<file path="config.mk">
export PLATFORM = sky130hd
export DESIGN_NAME = eh2_lsu_ecc_scrub
export DESIGN_NICKNAME = d
export VERILOG_FILES = /design/src/rtl/eh2_lsu_ecc_scrub.sv
export SDC_FILE = /design/constraint.sdc
export NUM_CORES = 1
export LEC_CHECK = 0
export BUFFER_PORTS_ARGS = -buffer_cell sky130_fd_sc_hd__buf_2
export CAP_MARGIN = 20
export CELL_PAD_IN_SITES_DETAIL_PLACEMENT = 1
export CELL_PAD_IN_SITES_GLOBAL_PLACEMENT = 2
export CORE_MARGIN = 2
export CORE_UTILIZATION = 36
export DETAILED_ROUTE_END_ITERATION = 8
export PLACE_DENSITY = 0.89
export SLEW_MARGIN = 20
export SYNTH_ARGS = -nofsm -noshare
export SYNTH_HDL_FRONTEND = slang
export SYNTH_SLANG_ARGS = --single-unit
</file>
<file path="constraint.sdc">
create_clock -name clk -period 8.05 [get_ports clk]
set_input_delay 0.805 -clock clk [delete_from_list [all_inputs] [get_ports clk]]
set_output_delay 0.805 -clock clk [all_outputs]
set_load 0.05 [all_outputs]
</file>
<file path="src/rtl/eh2_lsu_ecc_scrub.sv">
// DCCM ECC correction queue and background scrubber for the EH2 LSU.
// Load-pipe and scrub corrections are queued and retired as lowest-priority DCCM writes.
module eh2_lsu_ecc_scrub #(
    parameter int          NUM_BANKS  = 2,
    parameter int          DATA_WIDTH = 32,
    parameter int          ECC_WIDTH  = 7,
    parameter int          ADDR_WIDTH = 16,
    parameter int          DEPTH      = 4,
    parameter int unsigned SCRUB_LAST = 16'hFFFF,
    parameter int          INTERVAL   = 256
) (
    input  logic                              clk,
    input  logic                              rst,
    input  logic [NUM_BANKS-1:0]              det_valid,
    input  logic [NUM_BANKS*ADDR_WIDTH-1:0]   det_addr,
    input  logic [NUM_BANKS*DATA_WIDTH-1:0]   det_data,
    input  logic                              st_wr_valid,
    input  logic [ADDR_WIDTH-1:0]             st_wr_addr,
    output logic                              wr_valid,
    output logic [ADDR_WIDTH-1:0]             wr_addr,
    output logic [DATA_WIDTH+ECC_WIDTH-1:0]   wr_data,
    input  logic                              wr_ready,
    input  logic                              scrub_en,
    output logic                              rd_valid,
    output logic [ADDR_WIDTH-1:0]             rd_addr,
    input  logic                              rd_ready,
    input  logic                              rd_resp_valid,
    input  logic [DATA_WIDTH+ECC_WIDTH-1:0]   rd_resp_data,
    output logic [15:0]                       sec_count,
    output logic [15:0]                       ded_count,
    output logic [7:0]                        drop_count,
    output logic                              ded_pulse
);

    localparam int CWW  = DATA_WIDTH + ECC_WIDTH;
    localparam int NREQ = NUM_BANKS + 1;
    localparam int PTRW = (DEPTH > 1) ? $clog2(DEPTH) : 1;
    localparam int CNTW = $clog2(DEPTH + 1);
    localparam int IVW  = (INTERVAL > 1) ? $clog2(INTERVAL) : 1;

    typedef enum logic [1:0] {S_IDLE, S_WAIT, S_READ, S_RESP} state_t;

    function automatic logic is_pow2(input int unsigned p);
        return (p & (p - 1)) == 0;
    endfunction

    // Codeword positions are 1-based with powers of two reserved for check bits.
    function automatic int unsigned next_data_pos(input int unsigned p);
        int unsigned n;
        n = p + 1;
        if (is_pow2(n)) n = n + 1;
        if (is_pow2(n)) n = n + 1;
        return n;
    endfunction

    function automatic logic [ECC_WIDTH-2:0] ecc_checks(input logic [DATA_WIDTH-1:0] d);
        logic [ECC_WIDTH-2:0] c;
        int unsigned          pos;
        c   = '0;
        pos = 0;
        for (int i = 0; i < DATA_WIDTH; i++) begin
            pos = next_data_pos(pos);
            for (int j = 0; j < ECC_WIDTH - 1; j++) begin
                if (pos[j]) c[j] = c[j] ^ d[i];
            end
        end
        return c;
    endfunction

    function automatic logic [ECC_WIDTH-1:0] ecc_encode(input logic [DATA_WIDTH-1:0] d);
        logic [ECC_WIDTH-2:0] c;
        c = ecc_checks(d);
        return {^{d, c}, c};
    endfunction

    state_t                  state, state_nxt;
    logic [ADDR_WIDTH-1:0]   scrub_addr;
    logic [IVW-1:0]          ivl_cnt;
    logic                    ivl_done;
    logic                    scrub_fire, scrub_single, scrub_double;

    logic [DATA_WIDTH-1:0]   resp_data, resp_fixed;
    logic [ECC_WIDTH-1:0]    resp_ecc;
    logic [ECC_WIDTH-2:0]    syn;
    logic                    resp_parity_err;

    logic [ADDR_WIDTH-1:0]   q_addr   [DEPTH];
    logic [DATA_WIDTH-1:0]   q_data   [DEPTH];
    logic [ADDR_WIDTH-1:0]   q_addr_n [DEPTH];
    logic [DATA_WIDTH-1:0]   q_data_n [DEPTH];
    logic [DEPTH-1:0]        q_vld, q_vld_n;
    logic [PTRW-1:0]         head, head_inc, slot;
    logic [CNTW-1:0]         count, count_n;
    logic                    q_full, head_hit, head_ok, pop;
    int                      free, n_push, n_drop, n_sec;

    logic [NREQ-1:0]         req_v;
    logic [ADDR_WIDTH-1:0]   req_a [NREQ];
    logic [DATA_WIDTH-1:0]   req_d [NREQ];

    logic [16:0]             sec_sum;
    logic [8:0]              drop_sum;

    // Scrub response decode: the overall parity bit distinguishes single from double errors.
    assign resp_data       = rd_resp_data[DATA_WIDTH-1:0];
    assign resp_ecc        = rd_resp_data[CWW-1:DATA_WIDTH];
    assign syn             = resp_ecc[ECC_WIDTH-2:0] ^ ecc_checks(resp_data);
    assign resp_parity_err = ^rd_resp_data;

    always_comb begin
        int unsigned pos;
        resp_fixed = resp_data;
        pos        = 0;
        for (int i = 0; i < DATA_WIDTH; i++) begin
            pos = next_data_pos(pos);
            if (resp_parity_err && (syn == pos[ECC_WIDTH-2:0])) resp_fixed[i] = ~resp_data[i];
        end
    end

    always_ff @(posedge clk) begin
        if (rst) state <= S_IDLE;
        else     state <= state_nxt;
    end

    always_comb begin
        state_nxt = state;
        case (state)
            S_IDLE: if (scrub_en) state_nxt = S_WAIT;
            S_WAIT: begin
                if (!scrub_en)                  state_nxt = S_IDLE;
                else if (ivl_done && !q_full)   state_nxt = S_READ;
            end
            S_READ: if (rd_ready) state_nxt = S_RESP;
            S_RESP: if (rd_resp_valid) state_nxt = scrub_en ? S_WAIT : S_IDLE;
            default: state_nxt = S_IDLE;
        endcase
    end

    always_comb begin
        rd_valid   = 1'b0;
        scrub_fire = 1'b0;
        case (state)
            S_READ:  rd_valid   = 1'b1;
            S_RESP:  scrub_fire = rd_resp_valid;
            default: ;
        endcase
    end

    assign rd_addr      = scrub_addr;
    assign ivl_done     = (ivl_cnt == IVW'(INTERVAL - 1));
    assign scrub_single = scrub_fire && resp_parity_err;
    assign scrub_double = scrub_fire && (syn != '0) && !resp_parity_err;

    always_ff @(posedge clk) begin
        if (rst) begin
            scrub_addr <= '0;
            ivl_cnt    <= '0;
        end else begin
            if (state != S_WAIT)  ivl_cnt <= '0;
            else if (!ivl_done)   ivl_cnt <= ivl_cnt + 1'b1;
            if (scrub_fire)
                scrub_addr <= (scrub_addr == ADDR_WIDTH'(SCRUB_LAST)) ? '0 : scrub_addr + 1'b1;
        end
    end

    // Bank requests first in index order, scrub correction last.
    always_comb begin
        for (int r = 0; r < NUM_BANKS; r++) begin
            req_v[r] = det_valid[r];
            req_a[r] = det_addr[r*ADDR_WIDTH +: ADDR_WIDTH];
            req_d[r] = det_data[r*DATA_WIDTH +: DATA_WIDTH];
        end
        req_v[NUM_BANKS] = scrub_single;
        req_a[NUM_BANKS] = scrub_addr;
        req_d[NUM_BANKS] = resp_fixed;
    end

    // A head hit by a store this cycle is dropped silently and popped without a write.
    assign q_full   = (count == CNTW'(DEPTH));
    assign head_hit = st_wr_valid && (q_addr[head] == st_wr_addr);
    assign head_ok  = (count != '0) && q_vld[head] && !head_hit;
    assign pop      = (count != '0) && (!head_ok || wr_ready);
    assign free     = DEPTH - int'(count) + int'(pop);
    assign head_inc = PTRW'((int'(head) + 1) % DEPTH);
    assign count_n  = CNTW'(int'(count) - int'(pop) + n_push);

    assign wr_valid = head_ok;
    assign wr_addr  = head_ok ? q_addr[head] : '0;
    assign wr_data  = head_ok ? {ecc_encode(q_data[head]), q_data[head]} : '0;

    always_comb begin
        q_addr_n = q_addr;
        q_data_n = q_data;
        q_vld_n  = q_vld;
        n_push   = 0;
        n_drop   = 0;
        n_sec    = 0;
        slot     = '0;
        for (int e = 0; e < DEPTH; e++) begin
            if (st_wr_valid && (q_addr[e] == st_wr_addr)) q_vld_n[e] = 1'b0;
        end
        if (pop) q_vld_n[head] = 1'b0;
        for (int r = 0; r < NREQ; r++) begin
            if (req_v[r]) begin
                n_sec = n_sec + 1;
                if (!(st_wr_valid && (req_a[r] == st_wr_addr))) begin
                    if (n_push < free) begin
                        slot           = PTRW'((int'(head) + int'(count) + n_push) % DEPTH);
                        q_addr_n[slot] = req_a[r];
                        q_data_n[slot] = req_d[r];
                        q_vld_n[slot]  = 1'b1;
                        n_push         = n_push + 1;
                    end else begin
                        n_drop = n_drop + 1;
                    end
                end
            end
        end
    end

    assign sec_sum  = {1'b0, sec_count} + 17'(n_sec);
    assign drop_sum = {1'b0, drop_count} + 9'(n_drop);

    always_ff @(posedge clk) begin
        if (rst) begin
            head       <= '0;
            count      <= '0;
            q_vld      <= '0;
            sec_count  <= '0;
            ded_count  <= '0;
            drop_count <= '0;
            ded_pulse  <= 1'b0;
        end else begin
            head       <= pop ? head_inc : head;
            count      <= count_n;
            q_vld      <= q_vld_n;
            sec_count  <= sec_sum[16] ? 16'hFFFF : sec_sum[15:0];
            drop_count <= drop_sum[8] ? 8'hFF : drop_sum[7:0];
            if (scrub_double && (ded_count != 16'hFFFF)) ded_count <= ded_count + 16'd1;
            ded_pulse  <= scrub_double;
        end
    end

    always_ff @(posedge clk) begin
        q_addr <= q_addr_n;
        q_data <= q_data_n;
    end

endmodule

</file>
Word-level counts from Yosys, hierarchy flattened. Cells that the tools add are included.

Register bits: 268. Output and inout bits: 114. Word-level logic and storage cells: 517. Bits of input ports: 160.

Reductions and logical operators: 67. Mux-type cells: 133. Magnitude comparators: 18. Bitwise logic cells: 210. Equal/unequal tests: 52. Add/subtract/negate cells: 19.

Operators by type and width (count): $mux 128 (9); $mux 64 (9); $bwmux 128 (3); $mux 32 (10); $bwmux 64 (3); $demux 32 s2 (3); $xor 1x1->1 (168); $eq 16x16->1 (8); $mux 16 (8); $demux 16 s2 (3); $eq 6x5->1 const B (15); $bmux 32 s2 (1); $lt 32x5->1 (2); $mux 9 (7); $logic_and 1x1->1 (55); $mux 1 (48); $eq 6x4->1 const B (7); $mux 4 (10); $mux 39 (1); $reduce_xor 39->1 (1); $reduce_xor 38->1 (1); $eq 6x6->1 const B (6); $add 16x1->16 const B (2); $add 32x2->32 const B (1); 50 further kinds (118).

Depth between registers and ports, before layout. Gate-level depths: netlist of run 1.

Depth in word-level cells: 30. Depth in mapped cells: 35. Depth with buffers taken out: 30.

Worst setup path before layout of run 1. No wires, ideal clock.

Path type: flip-flop to flip-flop. Start point: reg head[0]. End point: reg count[2]. Slack: 1092 ps. Data required time: 7980 ps. Path buffers: 6. Setup time: 70 ps. Arrival time: 6887 ps. Cell stages (with the launch flop): 35. Period minus slack after synthesis: 6958 ps. Cells stage by stage: dfxtp_1 > buf_4 > buf_4 > buf_4 > buf_4 > mux4_2 > xor2_1 > nor4_1 > nand2_1 > o31a_1 > a21oi_2 > ha_1 > ha_1 > nor2b_1 > nand3_1 > o21ai_0 > a221o_1 > nor2_1 > ha_1 > and2_1 > clkbuf_1 > ha_1 > nor2b_1 > o311ai_0 > a211o_1 > buf_6 > xor2_1 > ha_1 > inv_1 > ha_1 > fa_1 > xnor2_1 > xnor2_1 > or3_1 > a21oi_1.

Word-level cells in the longest chain between the ends: 25. Elaborated cells on any way between the ends: 31. Those cells by class: 5 x add/sub; 3 x order compare; 1 x eq/ne; 14 x mux; 1 x bitwise; 7 x reduce/logical.

RTL lines: start, declared (RTL line 92) `logic [PTRW-1:0] head, head_inc, slot;`; start signal, assigned (RTL line 234) `head <= pop ? head_inc : head;`; $not 2->3 (implied by the code) (RTL line 180) `assign head_hit = st_wr_valid && (q_addr[head] == st_wr_addr);`; $bmux 16 s2 (RTL line 180); $mux 16 (implied by the code) (2 in series) (RTL line 180); $eq 16x16->1 (RTL line 180); $logic_and 1x1->1 (RTL line 180); $logic_not 1->1 (RTL line 181) `assign head_ok = (count != '0) && q_vld[head] && !head_hit;`; $logic_and 1x1->1 * (RTL line 181); $logic_not 1->1 * (RTL line 182) `assign pop = (count != '0) && (!head_ok || wr_ready);`; [2 not listed]; named net pop (RTL line 94) `logic q_full, head_hit, head_ok, pop;`; [6 not listed]; $mux 32 (RTL line 207) `if (n_push < free) begin`; $mux 32 (RTL line 206) `if (!(st_wr_valid && (req_a[r] == st_wr_addr))) begin`; $mux 32 (RTL line 204) `if (req_v[r]) begin`; $lt 32x5->1 or $add 3x2->3 (tied branches) (RTL line 207, 212); $mux 3 (RTL line 207); $mux 3 (RTL line 206); $mux 3 (RTL line 204); $add 3x3->3 * (RTL line 185) `assign count_n = CNTW'(int'(count) - int'(pop) + n_push);`; end signal, assigned (RTL line 235) `count <= count_n;`; end, declared (RTL line 93) `logic [CNTW-1:0] count, count_n;`.

The timed path passes the listed nets; every way through them passes the cells marked *. The select of a mux whose other input is x is not followed. A chain may end at the register's enable or synchronous reset.

Final worst setup path of run 1. Ends and elaborated chain as after synthesis.

==> flow_summary.json, run 1 <==
{
  "post-route-util": 0.4240,
  "drt_wl_total_um": 73180,
  "wl_per_cell_um": 24.27,
  "synth_cell_types": 62,
  "fmax_ghz": 0.1329,
  "syn_nets": 2301,
  "min_period_ns": 7.522,
  "synth_top_area_share": 0.2791,
  "maxCapViolations": 0,
  "power.total_mw": 12.98,
  "grt_max_degree": 66,
  "h-tree-depth": 2,
  "via_count": 17255,
  "die_w_um": 235.1,
  "drive_gt1_frac": 0.2310,
  "syn-cell-area_um2": 19220,
  "io_pins": 274,
  "arrival_ns": 7.99,
  "finalClockSkew_ns": 0.02161,
  "area_delta_synth_final_pct": 16.13,
  "setup_viol": 0,
  "synth.avg_cell_area_um2": 9.124,
  "required_ns": 8.52,
  "synth_enable_flop_cells": 0,
  "rsz0062_at_grt": "false",
  "cts_max_path_buffers": 3,
  "clk_latency_ns": 0.54,
  "first_pass_iters": 6,
  "slew_headroom": 0.2968,
  "numCtsBuffers": 35,
  "crit_top_cell": "ha_1",
  "final_nets": 2484,
  "synth_area_leaders": "dfxtp_1 28%, mux2i_1 9.1%, xnor2_1 8.9%",
  "num_rows": 84,
  "place_ws_ns": 0.6798,
  "p_leak_nw": 9.480,
  "critPathTopFamily": "compound AO/OA/AOI/OAI gates",
  "clock_sinks": 268,
  "r2r_cells": 30,
  "synthDominantAreaCellType": "dfxtp_1",
  "setup_slack_ns": 0.5277,
  "grt.overflow.total": 0,
  "hold_class": "reg -> reg",
  "die-area_um2": 55270,
  "p_per_area_nw_per_um2": 581.4,
  "status": "complete, no violations",
  "grt_pass1_vias": 18340,
  "place_congestion": 0.9354,
  "dpl.hpwl_um": 52370,
  "synth_commonest_cells": "268 x dfxtp_1, 198 x nor2_1, 195 x xnor2_1",
  "grt_usage": 0.2582,
  "drv_slew": 0,
  "tightest_slew_ns": 1.055,
  "remaining_drc_errors": 0,
  "synth_flop_cell": "dfxtp_1",
  "critical_path_depth": 30,
  "worst-setup-path-type": "reg -> reg",
  "worst_setup_path_start_kind": "flop",
  "grt_pass1_wl_um": 111500,
  "io_buffers": 273,
  "cp_slowest_cell": "mux4_2",
  "path_clk_slew_ns": 0.06,
  "drt_iter0_markers": 1081,
  "worstSetupEndpointType": "flop",
  "async_flop_share": 0,
  "holdPathEnd": "q_vld[1]",
  "slowest_delay_ns": 0.54,
  "viasPerCell": 5.723,
  "ctsResizeCount": 0,
  "core-area_um2": 52660,
  "ir_worst_vdd_uv": 804.0,
  "setup_tns_ns": 0,
  "yosysMostFrequentCell": "dfxtp_1",
  "synth_seq_cells": 268,
  "hold_viol_final": 0,
  "cp_max_fo": 13,
  "clockRootBuffer": "clkbuf_16",
  "finalCritPeriodShare": 0.9344,
  "synth-seq-area-share": 0.2791,
  "fp.dieH_um": 235.1,
  "start_util": 0.3651,
  "cts_hold_buf": 0,
  "hp-start": "q_vld[1]",
  "whs_ns": 0.4796,
  "ys_warn_count": 0,
  "worst_r2r_endpoint": "count[2]",
  "path_buf_inv": 3,
  "post_cts_buffers": 0,
  "r2r-start": "head[0]",
  "cts_tree": "built",
  "netlist_instances": 2107,
  "antenna_left": 0,
  "rrSetupSlack_ns": 0.53,
  "worstHoldPathCells": 2,
  "antenna_found_initial": 18
}
-- routing by layer --
metal | vias to the layer above | track usage | part of all wire
met4 | 14 | 0.1024 | 0.033
met5 | - | 0 | 0.0013
li1 | 7787 | - | -
met3 | 153 | 0.04538 | 0.061
met1 | 8728 | 0.3370 | 0.44
met2 | 573 | 0.4229 | 0.47
-- worst min-delay path, stage by stage, from the launching register on --
cell,delay [ns]
dfxtp_1,0.31
nand3_1,0.06
a21oi_1,0.06
-- cells by family (layout without fill, tap and decap cells) --
logic type,Yosys count,in the layout,share of synthesized area
AO/OA/AOI/OAI,359,359,0.1257
XOR/XNOR,342,342,0.1709
adder cells (fa/ha/maj),34,34,0.02330
buffers and inverters,186,395,0.04458
flip-flops,268,268,0.2791
multiplexers,322,322,0.2059
other,0,11,0
AND/OR/NAND/NOR,596,596,0.1505
-- registers in the layout (all words and copies together) (netlist names), named ones only --
| register | flops |
|---|---|
| sec_count | 16 |
| rd_addr | 16 |
| ded_count | 16 |
| drop_count | 8 |
| count | 3 |
| ivl_cnt | 8 |
| q_addr | 64 |
| state | 1 |
| head | 2 |
| ded_pulse | 1 |
| q_vld | 4 |
| q_data | 128 |
-- placed cells by master (no fill, tap or decap), types with 4 or more instances in the layout --
cell type    n
and2_1      57
diode_2     11
nor3_4       4
inv_1       24
a21oi_1     35
and4_1       4
nand2b_1     6
o21ai_0     82
nand4_1     23
a21o_1      99
nor2b_1     37
and3_1      11
buf_4       33
o31ai_1     27
nand2_1    141
bufinv_16    7
dfxtp_1    266
buf_2      273
mux2_2      95
nor2_1     198
nand3_1     48
a211oi_1    96
clkinv_2    11
mux4_2      49
xnor2_1    195
clkbuf_16   37
ha_1        31
nor4_1      27
nor3_1      13
xor2_1     126
mux2i_1    175
or3_1        6
xnor3_1     16
-- how the worst max path moves through the flow --
stage / end / from
floorplan: count[2] / head[0]
global placement: count[2] / head[0]
detailed placement: count[2] / head[0]
CTS: count[2] / head[0]
global route: count[2] / head[0]
finish: count[2] / head[0]
-- through the flow --
step           instance area, µm²  cells
2_1_floorplan               19220   2107
4_1_cts                     22300   3004
3_3_place_gp                21030   2941
6_report                    22330   3015
5_1_grt                     22320   3012
3_5_place_dp                21030   2941
-- layout make-up --
cell class / instances / area [µm²]
antenna: 11 / 27.53
clock buffer: 42 / 974.7
clock inverter: 21 / 289.0
fill: 6109 / 30330
inverter: 24 / 90.09
multi-input combinational: 1653 / 13060
sequential: 268 / 5370
tap: 688 / 860.8
timing repair buffer: 308 / 1654
-- power breakdown --
group	leakage [nW]	internal [mW]	total (mW)	switching, mW
logic	6.62	3.99	8.89	4.89
clock network	0.626	1.09	1.75	0.660
registers	2.23	1.93	2.35	0.415
Power figures use the tool's default switching activity.
==> run 2: changes to the inputs <==
--- a/config.mk
+++ b/config.mk
@@ -12,7 +12,7 @@
 export CORE_MARGIN = 2
 export CORE_UTILIZATION = 36
 export DETAILED_ROUTE_END_ITERATION = 8
-export PLACE_DENSITY = 0.89
+export PLACE_DENSITY_LB_ADDON = 0.3
 export SLEW_MARGIN = 20
 export SYNTH_ARGS = -nofsm -noshare
 export SYNTH_HDL_FRONTEND = slang
==> run 2 against run 1 <==
Effect of this change:
- critical path depth down 3
- via count down 1.8%
- global-route usage up 0.12 points
- highest routed layer unchanged
- routed wire length increased by 0.24%
- register-to-register slack better by 0.13 ns
- sequential share of layout area is 0.062 points lower
==> flow_summary.json, run 2 (same netlist as run 1, synthesis figures left out) <==
{
  "grt_pass1_wl_um": 111200,
  "antenna_left": 0,
  "arrival_ns": 7.89,
  "dpl.hpwl_um": 52900,
  "path_clk_slew_ns": 0.06,
  "grt_pass1_vias": 17645,
  "antenna_found_initial": 9,
  "finalCritPeriodShare": 0.9186,
  "io_pins": 274,
  "whs_ns": 0.4741,
  "status": "complete, no violations",
  "drt_iter0_markers": 872,
  "mostFrequentLayoutCell": "buf_2",
  "final_cell_mix": "273 x buf_2, 266 x dfxtp_1, 198 x nor2_1",
  "area_delta_synth_final_pct": 16.43,
  "min_period_ns": 7.394,
  "cts_hold_buf": 0,
  "cts_max_path_buffers": 3,
  "worst_setup_path_start_kind": "flop",
  "clk_latency_ns": 0.57,
  "final_nets": 2489,
  "remaining_drc_errors": 0,
  "io_buffers": 273,
  "maxCapViolations": 0,
  "largestRegisters": "q_data x128, q_addr x64",
  "clock_sinks": 268,
  "start_util": 0.3651,
  "h-tree-depth": 2,
  "cp_max_fo": 17,
  "p_per_area_nw_per_um2": 586.8,
  "numCtsBuffers": 37,
  "regMostFlops": "q_data",
  "tightest_slew_ns": 0.9695,
  "ir_worst_vdd_uv": 776.1,
  "slew_headroom": 0.3536,
  "die-area_um2": 55270,
  "drt_wl_total_um": 73360,
  "finalClockSkew_ns": 0.03125,
  "worstSetupEndpointType": "flop",
  "p_leak_nw": 9.509,
  "setup_viol": 0,
  "die_w_um": 235.1,
  "setup_slack_ns": 0.6556,
  "grt_max_degree": 75,
  "hold_class": "reg -> reg",
  "first_pass_iters": 5,
  "cts_tree": "built",
  "rsz0062_at_grt": "false",
  "post-route-util": 0.4251,
  "setup_tns_ns": 0,
  "wl_per_cell_um": 24.37,
  "place_congestion": 0.9083,
  "post_cts_buffers": 0,
  "hold_viol_final": 0,
  "worst-setup-path-type": "reg -> reg",
  "ctsResizeCount": 0,
  "core-area_um2": 52660,
  "drv_slew": 0,
  "fp.dieH_um": 235.1,
  "place_ws_ns": 0.8354,
  "required_ns": 8.54,
  "largest_reg_flops": 128,
  "fillCellCount": 6079,
  "fmax_ghz": 0.1352,
  "drive_gt1_frac": 0.2315,
  "clockRootBuffer": "clkbuf_16",
  "grt.overflow.total": 0,
  "num_rows": 84,
  "power.total_mw": 13.13,
  "viasPerCell": 5.632,
  "grt_usage": 0.2594,
  "via_count": 16952
}
run 2: layer usage:
| metal | up-vias | GRT usage | wire (µm) |
|---|---|---|---|
| li1 | 7797 | - | - |
| met1 | 8595 | 0.3440 | 33150 |
| met2 | 424 | 0.4275 | 34600 |
| met3 | 122 | 0.04808 | 3520 |
| met4 | 14 | 0.07863 | 1999 |
| met5 | - | 0 | 87 |
run 2: worst paths after layout:
path | cells past startpoint | from | slack [ns] | endpoint
worst max register to register | 27 | head[0] | 0.66 | count[2]
worst max-delay path | 27 | head[0] | 0.66 | count[2]
worst min register to register | 2 | q_vld[2] | 0.47 | q_vld[2]
worst min-delay path | 2 | q_vld[2] | 0.47 | q_vld[2]
run 2: cell type report:
| class | instances | area [µm²] | share of cell area |
|---|---|---|---|
| timing repair buffer | 311 | 1702 | 0.07602 |
| tap | 688 | 860.8 | 0.03846 |
| clock buffer | 48 | 1037 | 0.04634 |
| inverter | 24 | 90.09 | 0.004025 |
| sequential | 268 | 5370 | 0.2399 |
| multi-input combinational | 1653 | 13070 | 0.5840 |
| clock inverter | 16 | 245.2 | 0.01096 |
| antenna | 2 | 5.005 | 0.0002236 |
run 2: metrics by stage:
step	std cells	area (µm²)
finish	3010	22380
global route	3009	22380
CTS	3008	22370
detailed placement	2944	21090
global placement	2944	21090
floorplan	2107	19220
run 2: power breakdown:
part / switching (mW) / total [mW] / leakage (nW) / internal (mW)
clock: 0.680 / 1.78 / 0.625 / 1.10
sequential: 0.433 / 2.36 / 2.23 / 1.93
combinational: 5.04 / 8.99 / 6.65 / 3.95
total: 6.15 / 13.1 / 9.51 / 6.98
run 2: worst max-delay path, stage by stage (launching register included):
cell and delay, ns:
dfxtp_4 0.58, mux4_2 0.58, xor2_1 0.16, nor4_1 0.40, nand2_1 0.16, o31a_1 0.38
a21oi_2 0.20, ha_1 0.20, nand2_1 0.10, nand3_1 0.10, o21ai_0 0.13, a221o_1 0.45
nor2_1 0.50, ha_1 0.24, and2_1 0.25, ha_1 0.28, nor2_1 0.14, nor2_1 0.07
a211o_1 0.50, xor2_1 0.22, ha_1 0.32, inv_1 0.05, ha_1 0.18, fa_1 0.38
xnor2_1 0.14, xnor2_1 0.13, or3_1 0.31, a21oi_1 0.15
==> run 3: changes to the inputs <==
--- a/config.mk
+++ b/config.mk
@@ -12,7 +12,7 @@
 export CORE_MARGIN = 2
 export CORE_UTILIZATION = 36
 export DETAILED_ROUTE_END_ITERATION = 8
-export PLACE_DENSITY_LB_ADDON = 0.3
+export PLACE_DENSITY_LB_ADDON = 0.1
 export SLEW_MARGIN = 20
 export SYNTH_ARGS = -nofsm -noshare
 export SYNTH_HDL_FRONTEND = slang
==> constraint.sdc (replaced) <==
create_clock -name clk -period 7.5 [get_ports clk]
set_input_delay 0.75 -clock clk [delete_from_list [all_inputs] [get_ports clk]]
set_output_delay 0.75 -clock clk [all_outputs]
set_load 0.05 [all_outputs]
==> run 3 against run 2 <==
Effect of this change:
- core utilization up 0.12 points
- register-to-register slack lost 0.19 ns
- worst setup slack got worse by 0.19 ns
==> flow_summary.json, run 3 (same netlist as run 1, synthesis figures left out) <==
{
  "setup_viol": 0,
  "slew_headroom": 0.2675,
  "path_clk_slew_ns": 0.06,
  "crit_top_cell": "ha_1",
  "ir_worst_vdd_uv": 890.7,
  "drt_iter0_markers": 998,
  "first_pass_iters": 5,
  "numCtsBuffers": 38,
  "io_pins": 274,
  "grt_max_degree": 98,
  "clock_sinks": 268,
  "largest_reg_flops": 128,
  "final_nets": 2498,
  "area_delta_synth_final_pct": 16.75,
  "tightest_slew_ns": 1.099,
  "p_leak_nw": 9.547,
  "required_ns": 7.97,
  "place_congestion": 0.9046,
  "regMostFlops": "q_data",
  "grt_usage": 0.2670,
  "setup_tns_ns": 0,
  "num_rows": 84,
  "clockPowerShare": 0.132,
  "wl_per_cell_um": 24.86,
  "hold_viol_final": 0,
  "drive_gt1_frac": 0.2353,
  "remaining_drc_errors": 0,
  "stdcell_area_um2": 22450,
  "post-route-util": 0.4263,
  "cp_slowest_cell": "mux4_2",
  "placed_area_um2": 21100,
  "largestRegisters": "q_data x128, q_addr x64",
  "cts_max_path_buffers": 3,
  "dpl.hpwl_um": 53640,
  "status": "complete, no violations",
  "mostFrequentLayoutCell": "buf_2",
  "pwr-share-seq": 0.179,
  "internal-power_mw": 7.444,
  "die-area_um2": 55270,
  "drt_wl_total_um": 75200,
  "p_sw_mw": 6.538,
  "grt_pass1_vias": 17830,
  "worstSetupEndpointType": "flop",
  "arrival_ns": 7.50,
  "worst_setup_path_start_kind": "flop",
  "clockRootBuffer": "clkbuf_16",
  "clk_latency_ns": 0.56,
  "fmax_ghz": 0.1423,
  "final_cell_mix": "273 x buf_2, 266 x dfxtp_1, 198 x nor2_1",
  "p_per_area_nw_per_um2": 622.9,
  "fillCellCount": 6041,
  "grt_pass1_wl_um": 113800,
  "fp.dieH_um": 235.1,
  "finalCritPeriodShare": 0.9373,
  "min_period_ns": 7.030,
  "cp_max_fo": 11,
  "finalClockSkew_ns": 0.01845,
  "swShare": 0.4676,
  "h-tree-depth": 2,
  "io_buffers": 273,
  "cts_hold_buf": 0,
  "rsz0062_at_grt": "false",
  "worst-setup-path-type": "reg -> reg",
  "die_w_um": 235.1,
  "rrSetupSlack_ns": 0.47,
  "start_util": 0.3651,
  "cts_tree": "built",
  "power_frac_comb": 0.689,
  "drv_slew": 0,
  "slowest_delay_ns": 0.54,
  "hold_class": "in -> reg",
  "antenna_left": 0,
  "maxCapViolations": 0,
  "antenna_found_initial": 9,
  "grt.overflow.total": 0,
  "via_count": 16917,
  "viasPerCell": 5.592,
  "core-area_um2": 52660
}
## run 3: changes by cell type in the layout (fill, tap and decap cells not counted), sizes merged
cell,delta
bufinv,-4
buf,+8
inv,-1
diode,+2
clkbuf,+6
clkinv,+4
## run 3: metal layers
| metal | routed length [µm] | share of wire | vias up | track usage |
|---|---|---|---|---|
| li1 | - | - | 7815 | - |
| met1 | 34310 | 0.46 | 8566 | 0.3632 |
| met2 | 35140 | 0.47 | 411 | 0.4343 |
| met3 | 3835 | 0.051 | 113 | 0.04339 |
| met4 | 1832 | 0.024 | 12 | 0.07921 |
| met5 | 81 | 0.0011 | - | 0 |
## run 3: layout make-up
class                   instances  area (µm²)  share of cell area
clock inverters                15       143.9            0.006411
well taps                     688       860.8             0.03835
flip-flops and latches        268        5370              0.2393
diodes                          4       10.01           0.0004460
clock buffers                  54        1112             0.04956
inverters                      24       90.09            0.004014
multi-input cells            1653       13070              0.5824
repair buffers                319        1787             0.07960
## run 3: per-stage QoR
step	cells	power, mW	hold slack (ns)	setup slack [ns]
3_5_place_dp	2946	12.10	0.4817	0.2781
2_1_floorplan	2107	9.807	0.4405	0.5422
6_report	3025	13.98	0.4709	0.4702
3_3_place_gp	2946	11.83	0.4745	0.5201
5_1_grt	3024	14.88	0.4763	0.006700
4_1_cts	3015	13.95	0.4339	0.2345
## run 3: power by group through the flow
stage	sequential (mW)	clock, mW	combinational, mW
global route	2.56	1.95	10.4
detailed placement	2.53	0	9.57
global placement	2.51	0	9.32
floorplan	2.37	0	7.43
finish	2.50	1.85	9.63
CTS	2.51	1.89	9.55
## run 3: path summary, 6_finish.rpt
check,cells past startpoint,start,end
worst min register to register,2,q_vld[1],q_vld[1]
worst max-delay path,30,head[0],count[2]
worst max register to register,30,head[0],count[2]
worst min-delay path,3,scrub_en,flop
## run 3: worst max-delay path: cells and delay by family, from the launching register on
| kind | cells | cell delay, ns |
|---|---|---|
| AOI/OAI and AO/OA | 8 | 1.81 |
| DFF | 1 | 0.36 |
| adders and majority gates | 7 | 1.73 |
| and+or+nand+nor | 7 | 1.59 |
| muxes | 1 | 0.54 |
| buffers and inverters | 3 | 0.28 |
| xor gates and xnor gates | 4 | 0.63 |
## run 3: timing repair
item / CTS / global route
endpoints found under the hold margin: 0 / 0
setup buffers: 0 / 6
setup endpoints to repair: 0 / 7
gates resized for setup: 0 / 2
